$ cat src/rtl/icc_branch_unit.sv
// -----------------------------------------------------------------------------
// icc_branch_unit
//
// Consumer end of the ALU condition-code path. Holds the integer condition
// codes {N,Z,V,C}, evaluates SPARC V8 Bicc conditions against them and runs
// the delayed-branch / annul state machine that tells fetch and decode when
// to redirect or squash the delay-slot instruction.
//
// Parameters
//   BYPASS     1: a branch in the same cycle as an icc write sees the new
//              ALU flags; 0: it sees the registered icc
//   ICC_RESET  reset value of icc {N,Z,V,C}
//
// Ports
//   clk         system clock, rising edge
//   rst_n       asynchronous active-low reset
//   inst_valid  an instruction is presented this cycle
//   stall       pipeline stall; no state changes while high
//   icc_we      presented instruction is a cc-setting ALU op
//   n_in..c_in  ALU N, Z, V, C flags
//   br_valid    presented instruction is Bicc
//   cond        Bicc cond field (inst[28:25])
//   annul       Bicc a bit (inst[29])
//   icc         registered {N,Z,V,C}
//   taken       one-cycle pulse: the last advanced branch was taken
//   squash      presented instruction must be annulled
//   delay_slot  presented instruction is an executed delay slot
// -----------------------------------------------------------------------------
module icc_branch_unit #(
    parameter bit         BYPASS    = 1'b1,
    parameter logic [3:0] ICC_RESET = 4'b0000
) (
    input  logic       clk,
    input  logic       rst_n,
    input  logic       inst_valid,
    input  logic       stall,
    input  logic       icc_we,
    input  logic       n_in,
    input  logic       z_in,
    input  logic       v_in,
    input  logic       c_in,
    input  logic       br_valid,
    input  logic [3:0] cond,
    input  logic       annul,
    output logic [3:0] icc,
    output logic       taken,
    output logic       squash,
    output logic       delay_slot
);

    typedef enum logic [1:0] {
        SEQ   = 2'd0,
        DELAY = 2'd1,
        ANNUL = 2'd2
    } state_t;

    state_t     state;
    state_t     state_nx;
    logic       taken_nx;
    logic [3:0] icc_nx;
    logic [3:0] alu_flags;
    logic [3:0] flags;
    logic       adv;
    logic       br_active;
    logic       base_true;
    logic       cond_true;

    assign adv        = inst_valid & ~stall;
    assign squash     = (state == ANNUL);
    assign delay_slot = (state == DELAY);
    assign br_active  = br_valid & ~squash;
    assign alu_flags  = {n_in, z_in, v_in, c_in};
    assign flags      = (BYPASS && icc_we) ? alu_flags : icc;

    // cond[3] inverts the base condition selected by cond[2:0]; BN (0) with
    // cond[3] set becomes BA (8), so no special case is needed for either.
    always_comb begin
        // NOTE: every combinational output gets a default first so that no
        // path through the case leaves it unassigned and infers a latch.
        base_true = 1'b0;
        case (cond[2:0])
            3'd0: base_true = 1'b0;                           // BN
            3'd1: base_true = flags[2];                       // BE   Z
            3'd2: base_true = flags[2] | (flags[3] ^ flags[1]); // BLE
            3'd3: base_true = flags[3] ^ flags[1];            // BL   N^V
            3'd4: base_true = flags[0] | flags[2];            // BLEU C|Z
            3'd5: base_true = flags[0];                       // BCS  C
            3'd6: base_true = flags[3];                       // BNEG N
            3'd7: base_true = flags[1];                       // BVS  V
            default: base_true = 1'b0;
        endcase
        cond_true = cond[3] ? ~base_true : base_true;
    end

    always_comb begin
        state_nx = state;
        taken_nx = 1'b0;
        icc_nx   = icc;
        if (adv) begin
            if (icc_we && !squash)
                icc_nx = alu_flags;
            if (br_active) begin
                taken_nx = cond_true;
                // A taken conditional branch always executes its delay slot;
                // BA, BN and untaken branches honour the annul bit.
                if (cond_true && cond != 4'd8)
                    state_nx = DELAY;
                else
                    state_nx = annul ? ANNUL : DELAY;
            end else begin
                state_nx = SEQ;
            end
        end
    end

    always_ff @(posedge clk or negedge rst_n) begin
        if (!rst_n) begin
            state <= SEQ;
            taken <= 1'b0;
            icc   <= ICC_RESET;
        end else begin
            // NOTE: state registers use non-blocking assignments so every
            // flop samples pre-edge values regardless of statement order.
            state <= state_nx;
            taken <= taken_nx;
            icc   <= icc_nx;
        end
    end

endmodule

$ cat config.mk
export PLATFORM = sky130hd
export DESIGN_NAME = icc_branch_unit
export DESIGN_NICKNAME = d
export VERILOG_FILES = /design/src/rtl/icc_branch_unit.sv
export SDC_FILE = /design/constraint.sdc
export NUM_CORES = 1
export LEC_CHECK = 0
export BUFFER_PORTS_ARGS = -buffer_cell sky130_fd_sc_hd__buf_2
export CAP_MARGIN = 5
export CORE_AREA = 2 2 39 41
export DETAILED_ROUTE_END_ITERATION = 12
export DIE_AREA = 0 0 41 43
export HOLD_SLACK_MARGIN = 0.03
export PLACE_DENSITY = 0.72
export SLEW_MARGIN = 20
export SYNTH_ARGS = -nofsm -noshare
export SYNTH_HDL_FRONTEND = slang
export SYNTH_SLANG_ARGS = --single-unit
$ cat constraint.sdc
create_clock -name clk -period 3 [get_ports clk]
set_input_delay 0.15 -clock clk [delete_from_list [all_inputs] [get_ports clk]]
set_output_delay 0.15 -clock clk [all_outputs]
set_load 0.01 [all_outputs]
==> metrics.txt <==
row count=14; Power Total=322.5 uW; largest net degree at the start of global routing=10; Final Cell Area=728.2 um2; GP Congestion=0.8037; CP required=3.13 ns; drt total wl=1301 um; sequential area share after synthesis=30.11%; final worst path period share=56.71%; PD cells=442.9 nW/um2; Worst Min Path Start=c_in; Leakage=0.3664 nW; Vias/cell=5.529; number of global-route vias before repair=560; hold crit path type=in2reg; startpoint types=register; IR drop worst, VDD=0.2550 mV; Layout Cells excl Fill=102; Worst Skew=0.003142 ns; setup violators final=0; worst skew pair latency=0.24 ns; CP Capture Type=register; clk sinks=7; Mapped Area=581.8 um2; RSZ-0062 raised after global routing=false; Antenna diodes=0; Placed Cells incl. Taps=97; setup tns final=0 ns; #FFs+latches synth=7; crit path max fanout=4; reg2reg start=icc[3]; residual DRC count=0; FF-to-FF End=state[1]; worst hold path depth=2; Max H-tree Level=1; Fillers=144; Distinct cells, synth=33; antenna violations before repair=0; Critical Path, Cell by Cell=xor2_1 > o221ai_1 > inv_1 > o311a_1 > a22o_1; DP Area=just under 700 um2; WL/cell=12.75 um; Overflow after GRT=0; Resized cells post-CTS=0; layout overhead on the synthesized area=25.16%; run status=finished clean; core area=1384 um2; Hold Path End=icc[0]; crit path from=icc[3]; Final Hold Viols=0; largest area contributor in the netlist=dfrtp_1; Final Slew Violations=0; slew margin rel.=73.31%; Layout Utilization=52.62%; CTS tree=yes; root buf cell=clkbuf_4; IO Count=22; R2R depth=5; PortBufs=21; count of warnings emitted by yosys=0; max cap viols=0; Die Ht=43 um; die width=41 um; crit path DAT=1.83 ns; Tot GR Track Use=18.70%; worst setup path category=reg2reg; clock-pin transition on the worst setup and hold timing paths=0.05 ns; Mapped Cells=62; area fraction of the dominant cell type after synthesis=approximately 30%; 1st-iter DRT viols=7; minimum clock period=1.701 ns; CTS buffer count=3; detailed-router iteration count before antenna repair=4; setup bufs post-CTS=0; Fmax=roughly 590 MHz; Post-Syn Nets=77; Post-DP HPWL=about 1100 um; fraction of layout cells with a size suffix above 1=around two fifths; R2R setup slack=around 1.3 ns; antenna-violating nets left=0; Die Area=1763 um2; CTS max path bufs=2; Initial Utilization=a little over two fifths; synth top area cells=dfrtp_1, mux2_2, mux2i_1; first-pass GRT wire length=2283 um; Slew @ Worst Pin=0.3969 ns; Slowest cell on crit path=dfrtp_1; largest stage delay on the critical path=0.40 ns; hold_buf cts=1; via count=564; synthesized area per cell=9.384 um2; Final #Nets=102
## per-layer routing
layer	track usage, %	wire (um)
met4	8.000	0
met2	29.69	680
met3	3.141	59
met1	23.75	562
met5	0	0
## state kept, by name (all words and copies together) (netlist names)
signal / cells
taken: 1
state: 2
icc: 4
## stage by stage
step / hold WS (ns) / worst slack [ns]
after floorplan: -0.1456 / 1.353
after global placement: -0.01429 / 1.331
after detailed placement: -0.01165 / 1.298
after CTS: 0.1441 / 1.289
after global routing: 0.1585 / 1.134
final: 0.1537 / 1.299
## worst max-delay path: cells and delay by family, from the launching register on
kind / cells / cell delay (ns)
AO/OA/AOI/OAI: 3 / 0.92
XOR/XNOR: 1 / 0.19
buffers and inverters: 1 / 0.08
flip-flops: 1 / 0.40
## cell type report
type | instances | area (um2) | share of cell area, %
Inverter | 4 | 15.01 | 2.062
Clock buffer | 4 | 26.28 | 3.608
Timing Repair Buffer | 22 | 115.1 | 15.81
Multi-Input combinational cell | 49 | 376.6 | 51.72
Sequential cell | 7 | 175.2 | 24.05
Tap cell | 16 | 20.02 | 2.749
## cells by family (layout without fill, tap and decap cells)
group	after synthesis	after routing	synth area share [%]
and+or+nand+nor	21	21	24.09
AOI/OAI and AO/OA	18	18	23.01
muxes	8	8	14.62
DFF	7	7	30.11
buffers and inverters	6	30	5.160
xor gates and xnor gates	2	2	3.011
## report_power, final
group	internal [mW]	switching, mW	leakage [nW]
clock network	0.0506	0.0317	0.0150
registers	0.111	0.0139	0.0863
logic	0.0571	0.0581	0.265
total	0.219	0.104	0.366
## synth_stat cells, drive strengths merged
master and number:
mux2i 4, buf 1, nor2 2, o21ai 2
dfrtp 7, xor2 2, a22o 2, and3 3
nand3 1, a221oi 2, or2 1, mux2 4
o22a 1, clkbuf 1, nand2 2, inv 4
o221ai 2, o31ai 1, nor3 1, or2b 5
nor3b 1, a31o 1, nand4 1, and3b 1
o21a 1, nor2b 2, o311a 1, a21oi 2
nand2b 1, o22ai 3
## worst max path at each step
stage	endpoint	slack, ns	depth (start not counted)
after detailed placement	state[1]	1.30	5
after global routing	state[1]	1.13	5
after global placement	state[1]	1.33	5
after CTS	state[1]	1.29	5
final	state[1]	1.30	5
after floorplan	state[1]	1.35	5
## layout by cell type, fill, tap and decap left out, drive strengths merged, types with 2 or more instances in the layout
| cell type | netlist | layout |
|---|---|---|
| o221ai | 2 | 2 |
| a22o | 2 | 2 |
| mux2i | 4 | 4 |
| o21ai | 2 | 2 |
| xor2 | 2 | 2 |
| clkbuf | 1 | 4 |
| buf | 1 | 21 |
| a221oi | 2 | 2 |
| a21oi | 2 | 2 |
| or2b | 5 | 5 |
| and3 | 3 | 3 |
| nor2 | 2 | 2 |
| o22ai | 3 | 3 |
| mux2 | 4 | 4 |
| nand2 | 2 | 2 |
| dfrtp | 7 | 7 |
| nor2b | 2 | 2 |
| inv | 4 | 4 |
No activity file was read; power rests on OpenSTA's default activity.
